[src/rtl/hbus_arbiter_pkg.sv]
// Shared types and constants for the high-memory/IO bus arbiter.
package hbus_arbiter_pkg;

  typedef enum logic {
    IDLE = 1'b0,
    BUSY = 1'b1
  } hbus_state_e;

  localparam logic [7:0]  HBUS_ERR_DATA = 8'hff;
  localparam logic [15:0] HMEM_BASE     = 16'h0100;

endpackage

[src/rtl/hbus_arbiter_if.sv]
// One request/ack bus link; master drives the request, slave returns ack and data.
interface hbus_arbiter_if;
  logic [15:0] addr;
  logic        rreq;
  logic        wreq;
  logic [7:0]  wdata;
  logic [7:0]  rdata;
  logic        ack;

  modport master (output addr, rreq, wreq, wdata, input rdata, ack);
  modport slave  (input addr, rreq, wreq, wdata, output rdata, ack);
endinterface

[src/rtl/hbus_watchdog.sv]
// Transfer watchdog: down-counter reloaded whenever no transfer is pending,
// terminal count flags a forced completion and sets the sticky err.
module hbus_watchdog #(
  parameter int TIMEOUT = 16
) (
  input  logic clk,
  input  logic rst,
  input  logic busy,
  input  logic s_ack,
  input  logic err_clr,
  output logic timeout,
  output logic err
);

  localparam int CW = (TIMEOUT > 2) ? $clog2(TIMEOUT) : 1;
  localparam logic [CW-1:0] TC_LOAD = CW'(TIMEOUT - 1);

  logic [CW-1:0] cnt;

  assign timeout = busy && (cnt == '0) && !s_ack;

  always_ff @(posedge clk) begin
    if (rst) begin
      cnt <= TC_LOAD;
      err <= 1'b0;
    end else begin
      if (!busy || s_ack || timeout) cnt <= TC_LOAD;
      else                           cnt <= cnt - 1'b1;
      // a timeout in the same cycle beats a clear request
      if (timeout)      err <= 1'b1;
      else if (err_clr) err <= 1'b0;
    end
  end

endmodule

[src/rtl/hbus_arbiter.sv]
// Round-robin arbiter sharing the high-memory/IO subordinate bus between
// the core (m0) and the DMA/loader (m1), with a watchdog for unacked transfers.
//
//   state | meaning
//   IDLE  | no transfer; arbitrate pending requests into gnt
//   BUSY  | main[gnt] forwarded to the subordinate until ack, timeout or abort
module hbus_arbiter
  import hbus_arbiter_pkg::*;
#(
  parameter int         TIMEOUT  = 16,
  parameter logic [7:0] ERR_DATA = HBUS_ERR_DATA
) (
  input  logic           clk,
  input  logic           rst,
  hbus_arbiter_if.slave  m0,
  hbus_arbiter_if.slave  m1,
  hbus_arbiter_if.master s,
  input  logic           err_clr,
  output logic           err
);

  hbus_state_e state;
  logic        gnt;
  logic        last;

  logic        req0, req1, req_g;
  logic        busy, active, timeout, done;
  logic [7:0]  rd;

  assign req0   = m0.rreq | m0.wreq;
  assign req1   = m1.rreq | m1.wreq;
  assign req_g  = gnt ? req1 : req0;
  assign busy   = (state == BUSY);
  // a dropped request (abort) suppresses both the real and the forced ack
  assign active = busy && req_g;
  assign done   = active && (s.ack || timeout);
  assign rd     = s.ack ? s.rdata : ERR_DATA;

  hbus_watchdog #(.TIMEOUT(TIMEOUT)) u_watchdog (
    .clk     (clk),
    .rst     (rst),
    .busy    (active),
    .s_ack   (s.ack),
    .err_clr (err_clr),
    .timeout (timeout),
    .err     (err)
  );

  assign s.addr  = busy ? (gnt ? m1.addr  : m0.addr)  : '0;
  assign s.rreq  = busy ? (gnt ? m1.rreq  : m0.rreq)  : 1'b0;
  assign s.wreq  = busy ? (gnt ? m1.wreq  : m0.wreq)  : 1'b0;
  assign s.wdata = busy ? (gnt ? m1.wdata : m0.wdata) : '0;

  assign m0.ack   = done && !gnt;
  assign m1.ack   = done &&  gnt;
  assign m0.rdata = (done && !gnt) ? rd : '0;
  assign m1.rdata = (done &&  gnt) ? rd : '0;

  always_ff @(posedge clk) begin
    if (rst) begin
      state <= IDLE;
      gnt   <= 1'b0;
      last  <= 1'b1;
    end else begin
      case (state)
        IDLE: begin
          if (req0 || req1) begin
            gnt   <= (req0 && req1) ? ~last : req1;
            state <= BUSY;
          end
        end
        BUSY: begin
          if (!req_g) begin
            state <= IDLE;
          end else if (s.ack || timeout) begin
            state <= IDLE;
            last  <= gnt;
          end
        end
        default: state <= IDLE;
      endcase
    end
  end

endmodule
[src/flat_wrapper.sv]
// flat-port wrapper written by rule: the top's interface ports become plain ports
module hbus_arbiter_flat import hbus_arbiter_pkg::*;
#(
  parameter int         TIMEOUT  = 16,
  parameter logic [7:0] ERR_DATA = HBUS_ERR_DATA
)
  (clk, rst, err_clr, err, m0_addr, m0_rreq, m0_wreq, m0_wdata, m0_rdata, m0_ack, m1_addr, m1_rreq, m1_wreq, m1_wdata, m1_rdata, m1_ack, s_addr, s_rreq, s_wreq, s_wdata, s_rdata, s_ack);
  hbus_arbiter_if m0_i ();
  hbus_arbiter_if m1_i ();
  hbus_arbiter_if s_i ();
  input  logic clk;
  input  logic rst;
  input  logic err_clr;
  output logic err;
  input wire logic [$bits(m0_i.addr)-1:0] m0_addr;
  input wire logic [$bits(m0_i.rreq)-1:0] m0_rreq;
  input wire logic [$bits(m0_i.wreq)-1:0] m0_wreq;
  input wire logic [$bits(m0_i.wdata)-1:0] m0_wdata;
  output wire logic [$bits(m0_i.rdata)-1:0] m0_rdata;
  output wire logic [$bits(m0_i.ack)-1:0] m0_ack;
  input wire logic [$bits(m1_i.addr)-1:0] m1_addr;
  input wire logic [$bits(m1_i.rreq)-1:0] m1_rreq;
  input wire logic [$bits(m1_i.wreq)-1:0] m1_wreq;
  input wire logic [$bits(m1_i.wdata)-1:0] m1_wdata;
  output wire logic [$bits(m1_i.rdata)-1:0] m1_rdata;
  output wire logic [$bits(m1_i.ack)-1:0] m1_ack;
  output wire logic [$bits(s_i.addr)-1:0] s_addr;
  output wire logic [$bits(s_i.rreq)-1:0] s_rreq;
  output wire logic [$bits(s_i.wreq)-1:0] s_wreq;
  output wire logic [$bits(s_i.wdata)-1:0] s_wdata;
  input wire logic [$bits(s_i.rdata)-1:0] s_rdata;
  input wire logic [$bits(s_i.ack)-1:0] s_ack;
  assign m0_i.addr = m0_addr;
  assign m0_i.rreq = m0_rreq;
  assign m0_i.wreq = m0_wreq;
  assign m0_i.wdata = m0_wdata;
  assign m0_rdata = m0_i.rdata;
  assign m0_ack = m0_i.ack;
  assign m1_i.addr = m1_addr;
  assign m1_i.rreq = m1_rreq;
  assign m1_i.wreq = m1_wreq;
  assign m1_i.wdata = m1_wdata;
  assign m1_rdata = m1_i.rdata;
  assign m1_ack = m1_i.ack;
  assign s_addr = s_i.addr;
  assign s_rreq = s_i.rreq;
  assign s_wreq = s_i.wreq;
  assign s_wdata = s_i.wdata;
  assign s_i.rdata = s_rdata;
  assign s_i.ack = s_ack;
  hbus_arbiter #(.TIMEOUT(TIMEOUT), .ERR_DATA(ERR_DATA)) u_core (.clk(clk), .rst(rst), .m0(m0_i), .m1(m1_i), .s(s_i), .err_clr(err_clr), .err(err));
endmodule
[config.mk]
export PLATFORM = sky130hd
export DESIGN_NAME = hbus_arbiter_flat
export DESIGN_NICKNAME = d
export VERILOG_FILES = /design/src/rtl/hbus_arbiter_pkg.sv /design/src/rtl/hbus_arbiter_if.sv /design/src/rtl/hbus_watchdog.sv /design/src/rtl/hbus_arbiter.sv /design/src/flat_wrapper.sv
export SDC_FILE = /design/constraint.sdc
export NUM_CORES = 1
export LEC_CHECK = 0
export CAP_MARGIN = 5
export CORE_UTILIZATION = 28
export CTS_CLUSTER_SIZE = 25
export DETAILED_ROUTE_END_ITERATION = 8
export PLACE_DENSITY = 0.79
export SYNTH_ARGS = -nofsm -noshare
export SYNTH_HDL_FRONTEND = slang
export SYNTH_SLANG_ARGS = --single-unit
[constraint.sdc]
create_clock -name clk -period 1.9 [get_ports clk]
set_input_delay 0.475 -clock clk [delete_from_list [all_inputs] [get_ports clk]]
set_output_delay 0.475 -clock clk [all_outputs]
set_load 0.1 [all_outputs]
==> results.json, run 1 <==
{
  "cts_buffers": 3,
  "grt_max_degree": 22,
  "fp-row-count": 21,
  "die_h_um": 61.3,
  "die_w_um": 61.3,
  "ys_ff_latch": 8,
  "yosys.area.top_type_share_pct": 26.5,
  "hpwlAfterDp_mm": 4.29,
  "clock-root-buffer": "clkbuf_4",
  "syn_nets": 195,
  "syn_area_um2": 983,
  "error": "[ERROR DPL-0038] Utilization greater than 100%, impossible to legalize",
  "yosys.area.top_type": "mux2i_1",
  "yosysWarningCount": 0,
  "clock_sinks": 8,
  "yosysSeqAreaShare_pct": 16.3,
  "port_buffers": 108,
  "routabilityCongestion": 0.737,
  "synth_area_per_cell_um2": 7.62,
  "outcome": "did not finish",
  "stop_stage": "5_1_grt",
  "h-tree-depth": 1,
  "io_pins": 109,
  "syn_inst": 129,
  "worst-ep-kind": "primary output",
  "max-clock-path-buffers": 2,
  "synth_area_leaders": "mux2i_1, nor2b_1, dfxtp_1",
  "grt_worst_setup_endpoint": "m0_rdata[4]",
  "synth_cell_types": 28,
  "start_util_pct": 29.2
}
==> kinds of logic after synthesis <==
logic type	Yosys count	share of synthesized area [%]
AOI/OAI and AO/OA	20	12.7
xor gates and xnor gates	2	1.78
adders and majority gates	2	2.54
buffers and inverters	12	5.98
DFF	8	16.3
muxes	26	26.5
and+or+nand+nor	59	34.2
==> cells in the mapped netlist <==
cell type  count
o2bb2ai_1      1
o21ai_0        1
nor4b_4        1
buf_2          2
a21bo_2        1
nor3_2         1
nor3b_1        2
nor2b_1       27
dfxtp_1        8
inv_1          4
nand3_1        4
o211ai_1       2
xnor2_1        2
buf_6          1
a211o_1        1
ha_1           2
a31o_2         1
a22o_1         1
nor2_1        20
a21oi_1       10
nand2_1        1
clkbuf_1       4
and2_0         1
buf_4          1
nor3_1         1
mux2i_1       26
or2_4          1
o21ai_1        2
==> per-stage QoR <==
step	utilization (%)	instance area [um^2]	hold WS (ns)	std cells	setup slack (ns)
global placement	89.1	3000	0.397	294	-0.400
detailed placement	89.1	3000	0.410	294	-0.474
CTS	94.2	3170	0.469	307	-0.254
floorplan	-	1270	0.389	129	-0.204
==> timing repair <==
| action | in CTS |
|---|---|
| gates resized for setup | 26 |
| setup endpoints to repair | 39 |
| hold buffers | 0 |
| buffers inserted | 10 |
| cloned | 1 |
| pin swaps | 9 |
==> run 2: changes to the inputs <==
- CORE_AREA: unset -> 2 2 63 65
- CORE_UTILIZATION: 28 -> unset
- CTS_CLUSTER_SIZE: 25 -> unset
- DIE_AREA: unset -> 0 0 65 67
- PLACE_DENSITY: 0.79 -> unset
- PLACE_DENSITY_LB_ADDON: unset -> 0.15
==> run 2 against run 1 <==
Against the previous run:
- the flow now finishes, with violations (setup timing)
- synthesized area did not move
- synthesized cell count did not move
==> results.json, run 2 <==
{
  "synth-simple-area-share_pct": 34.2,
  "slew_violations": 0,
  "synth_cell_types": 28,
  "grt_overflow": 0,
  "syn_area_um2": 983,
  "yosysMostFrequentCell": "nor2b_1",
  "yosys.area.top_type_share_pct": 26.5,
  "finClkSkew_ns": 0.00360,
  "yosys.area_share.adder_pct": 2.54,
  "p_per_area_nw_per_um2": 557,
  "vias_per_cell": 5.24,
  "critPathKind": "register to primary output",
  "synth_top_family_by_area": "simple AND/OR/NAND/NOR gates",
  "grt_pass1_wl_mm": 8.78,
  "wl_per_cell_um": 23.3,
  "die_w_um": 65,
  "final_area_um2": 3400,
  "largest_reg_flops": 4,
  "dr.pass1.iters": 4,
  "io_pins": 109,
  "die_h_um": 67,
  "synth_flop_cell": "dfxtp_1",
  "cp_max_fo": 7,
  "irDropWorstVdd_uv": 721,
  "synthMuxAreaShare_pct": 26.5,
  "final_nets": 336,
  "die_area_um2": 4360,
  "ys_ff_latch": 8,
  "violations": "setup timing",
  "layout_setup_ws_ns": -0.369,
  "grt_max_degree": 17,
  "port_buffers": 108,
  "clock-root-buffer": "clkbuf_8",
  "synth-xor-area-share_pct": 1.78,
  "insertion_delay_ns": 0.24,
  "antenna_found_initial": 1,
  "synth_area_leaders": "mux2i_1, nor2b_1, dfxtp_1",
  "postCtsHoldBufs": 0,
  "relSlewSlack_pct": 67.0,
  "cts_buffers": 3,
  "outcome": "complete, but fails checks",
  "finalCriticalPeriod_ns": 2.27,
  "crit_arrival_ns": 1.79,
  "layout_common_cells": "clkdlybuf4s50_1, buf_12, buf_4",
  "max_freq_mhz": 441,
  "max-clock-path-buffers": 2,
  "fp-row-count": 22,
  "cp.required_ns": 1.42,
  "h-tree-depth": 1,
  "rsz0062_at_grt": "yes",
  "final_antenna_net_count": 0,
  "yosysWarningCount": 0,
  "drc_errors": 0,
  "routabilityCongestion": 0.667,
  "dp_slack_ns": -0.591,
  "endpoint_kind": "primary output",
  "hold_path_class": "register to register",
  "start_util_pct": 27.3,
  "hpwlAfterDp_mm": 4.42,
  "cts_tree": "built",
  "drive_gt1_share_pct": 60.4,
  "ys_top_cells_by_count": "nor2b_1, mux2i_1, nor2_1",
  "tightest_slew_ns": 0.492,
  "syn_nets": 195,
  "clock_sinks": 8,
  "track_usage_pct": 27.1,
  "setup_viol": 21,
  "p_leak_nw": 1.36,
  "vias": 1661,
  "report.final.hold_viol_count": 0,
  "routed_wl_mm": 7.38,
  "dpl_cell_area_um2": 3040,
  "yosysSeqAreaShare_pct": 16.3,
  "synth_edf_count": 0,
  "drt-initial-drc-count": 75,
  "yosys.area.top_type": "mux2i_1",
  "synth_area_per_cell_um2": 7.62,
  "area_growth_syn_to_layout_pct": 246,
  "synth_compound_area_share_pct": 12.7,
  "syn_inst": 129,
  "synthArstFlopShare_pct": 0,
  "layout_commonest_cell": "clkdlybuf4s50_1",
  "finalCritPeriodShare_pct": 119,
  "path_clk_slew_ns": 0.04,
  "startpoint_type": "register",
  "design.core.area_um2": 3610,
  "drv_cap": 0,
  "regMostFlops": "u_core.u_watchdog.cnt",
  "grt_pass1_vias": 1720
}
-- run 2: through the flow --
step / std cells / util, % / TNS, ns / hold slack [ns] / power [W]
after floorplan: 129 / - / -4.59 / 0.389 / 0.000985
after detailed placement: 305 / 84.3 / -9.64 / 0.471 / 0.00155
final: 317 / 94.3 / -4.93 / 0.509 / 0.00189
after global routing: 317 / 94.3 / -5.51 / 0.513 / 0.00195
after global placement: 305 / 84.3 / -7.90 / 0.450 / 0.00151
after CTS: 314 / 88.4 / -2.73 / 0.483 / 0.00176
-- run 2: worst paths after layout --
kind | from | end | slack, ns | cells after the start
min | u_core.last | u_core.last | 0.51 | 1
max reg2reg | u_core.u_watchdog.cnt[0] | u_core.u_watchdog.cnt[0] | 0.22 | 7
min reg2reg | u_core.last | u_core.last | 0.51 | 1
max | u_core.u_watchdog.cnt[0] | m0_rdata[6] | -0.37 | 8
-- run 2: report_power, final --
group | switching [W] | total (W) | internal [W]
Clock | 0.0000740 | 0.000212 | 0.000138
Sequential | 0.0000140 | 0.000192 | 0.000178
Combinational | 0.000866 | 0.00149 | 0.000623
-- run 2: layout make-up --
cell class	count	area [um^2]
flip-flops and latches	8	166
diodes	1	2.50
repair buffers	144	1880
clock buffers	3	41.3
inverters	4	18.8
well taps	48	60.1
multi-input cells	109	1230
fillers	89	204
-- run 2: routing by layer --
metal | track usage, % | up-vias | share of wire (%)
met1 | 24.5 | 783 | 32
li1 | - | 732 | -
met5 | 0 | - | 0
met4 | 10.1 | 0 | 5.5
met2 | 55.8 | 116 | 54
met3 | 7.77 | 30 | 8.1
-- run 2: worst max-delay path, cell delays in order (launching register included) --
cell and delay, ns:
dfxtp_2 0.32, inv_2 0.09, ha_4 0.15, nor4b_4 0.26
buf_6 0.19, buf_4 0.12, a21oi_2 0.07, nor2_4 0.16
buf_12 0.19
-- run 2: cells by family (layout without fill, tap and decap cells) --
logic type                 Yosys count  count (layout)
AOI/OAI and AO/OA                   20              20
muxes                               26              26
xor gates and xnor gates             2               2
DFF                                  8               8
buffers and inverters               12             151
adders and majority gates            2               2
other                                0               1
and+or+nand+nor                     59              59
-- run 2: repair_timing --
action,CTS,global route
setup endpoints to repair,44,37
buffers inserted,9,3
gates resized for setup,27,38
pin swaps,10,6
cloned,0,1
Power figures use the tool's default switching activity.
==> run 3: changes to the inputs <==
- CTS_BUF_LIST: unset -> sky130_fd_sc_hd__clkbuf_8
==> results of run 3 <==
No change in the layout: final DEF, timing and power equal those of run 2.
==> edit (settings of run 2) <==
`TIMEOUT` is set to 16 in 3 places; all go to 32.
--- a/src/rtl/hbus_watchdog.sv
+++ b/src/rtl/hbus_watchdog.sv
@@ -1,7 +1,7 @@
 // Transfer watchdog: down-counter reloaded whenever no transfer is pending,
 // terminal count flags a forced completion and sets the sticky err.
 module hbus_watchdog #(
-  parameter int TIMEOUT = 16
+  parameter int TIMEOUT = 32
 ) (
   input  logic clk,
   input  logic rst,
--- a/src/rtl/hbus_arbiter.sv
+++ b/src/rtl/hbus_arbiter.sv
@@ -7,7 +7,7 @@
 module hbus_arbiter
   import hbus_arbiter_pkg::*;
 #(
-  parameter int         TIMEOUT  = 16,
+  parameter int         TIMEOUT  = 32,
   parameter logic [7:0] ERR_DATA = HBUS_ERR_DATA
 ) (
   input  logic           clk,
--- a/src/flat_wrapper.sv
+++ b/src/flat_wrapper.sv
@@ -1,7 +1,7 @@
 // flat-port wrapper written by rule: the top's interface ports become plain ports
 module hbus_arbiter_flat import hbus_arbiter_pkg::*;
 #(
-  parameter int         TIMEOUT  = 16,
+  parameter int         TIMEOUT  = 32,
   parameter logic [7:0] ERR_DATA = HBUS_ERR_DATA
 )
   (clk, rst, err_clr, err, m0_addr, m0_rreq, m0_wreq, m0_wdata, m0_rdata, m0_ack, m1_addr, m1_rreq, m1_wreq, m1_wdata, m1_rdata, m1_ack, s_addr, s_rreq, s_wreq, s_wdata, s_rdata, s_ack);
Check against the original RTL: same outputs for any inputs over 10 cycles, from zero or initial values and one cycle with rst high; that may be too few to reach the edited logic, so the function may still have changed.
==> edit against run 2 <==
The run still ends with setup timing left; sequential cell count rose by 1; critical path depth fell by 1; total power is 8.7% lower; area after synthesis down 0.13%; clock skew is essentially flat; critical endpoint is now m0_rdata[1]; combinational power shrank 13%; worst setup slack better by 0.078 ns; critical path type unchanged; cell area down 2.0%; wire length down 12%.
==> edit: results (changes against run 2) <==
Outcome - finished, violations left
Violated checks - setup timing
Post-Syn Area per Cell - 7.22 sq um (-5.3%)
Total Nets Final - 337 (+0.30%)
Filler Cell Count - 106 (+19%)
Initial DRC count - 56 (-25%)
Worst setup margin - -0.291 ns (+0.0782 ns)
Drt wl/cell - 20.5 um (-12%)
Synth unique cells - 29 (+3.6%)
Post-DP Area - 3140 sq um (+3.2%)
Reg-to-reg endpoint - u_core.last
GR Util met3 - 0.0709 (-0.00676)
Critical path arrival - 1.72 ns (-0.07 ns)
Final setup fails - 19 (-9.5%)
GP Congestion - 0.761 (+14%)
Vias per cell - 5.24 (about the same)
Tot GR Track Use - 0.268 (-0.00299)
Met2 routed WL - 3570 um (-11%)
Clock network fraction of total power - 0.129 (+0.017)
DRT met1 WL - 2190 um (-7.6%)
Wire length on met3 - 532 um (-11%)
Post-Syn Nets - 202 (+3.6%)
Placed Cells - 308 (+0.98%)
Vias in the first global route - 1795 (+4.4%)
P_clk - 0.223 mW (+5%)
Max rail drop VDD - 402 uV (-44%)
Most common cell in the synthesized netlist - nor2_1
Area grow syn2layout - 239%
R2r setup slk - 0.04 ns (-0.18 ns)
# diodes - 0 (-1)
Initial antenna violation count - 0 (-1)
LEAKAGE - 1.24 nW (-9.0%)
Routing usage on met1 - 0.265 (+0.0197)
Pre-CTS setup slack - -0.480 ns (+0.111 ns)
Synth top cells by count - nor2_1 (30), mux2i_1 (26), a21oi_1 (20), dfxtp_1 (9), nand2_1 (9)
Hold Slack - 0.546 ns (+0.0370 ns)
Clk_skew - 0.00342 ns (-0.000186 ns)
Share of cells above drive strength 1 - 0.563 (-0.0415)
Worst reg2reg path depth - 6 (-1)
DP Wirelength - 4120 um (-6.7%)
Max FFs per register - 5 (+1)
Final wirelength - 6510 um (-12%)
WHS Endpoint - u_core.u_watchdog.cnt[0]
Rel. slew slack - 0.761 (+0.0908)
HP Start - u_core.u_watchdog.cnt[0]
==> edit: changes by cell type after synthesis, sizes merged, moves of 2 or more <==
cell	run 2	this run
nor2b	27	0
a21oi	10	20
nor2	20	30
nand2	1	9
a2111oi	0	2
and3	0	2
clkbuf	4	6
nor3b	2	0
or2	1	3
==> edit: cell families after synthesis <==
family          Yosys count  share of synthesized area
fa+ha+maj                 2                     0.0255
buf+inv                  14                     0.0650
flops                     9                      0.183
simple gates             53                      0.246
mux                      26                      0.265
compound gates           30                      0.197
xor+xnor                  2                     0.0178
==> edit: area by class of cell <==
class,count,area share
Clock buffer,4,0.0135
Inverter,4,0.00450
Multi-Input combinational cell,113,0.357
Sequential cell,9,0.0555
Tap cell,48,0.0180
Timing Repair Buffer,140,0.551
==> edit: timing repair <==
action	in CTS	in global routing
gates resized for setup	24	12
setup endpoints to repair	45	36
pin swaps	4	7
cloned	1	0
setup buffers	3	2
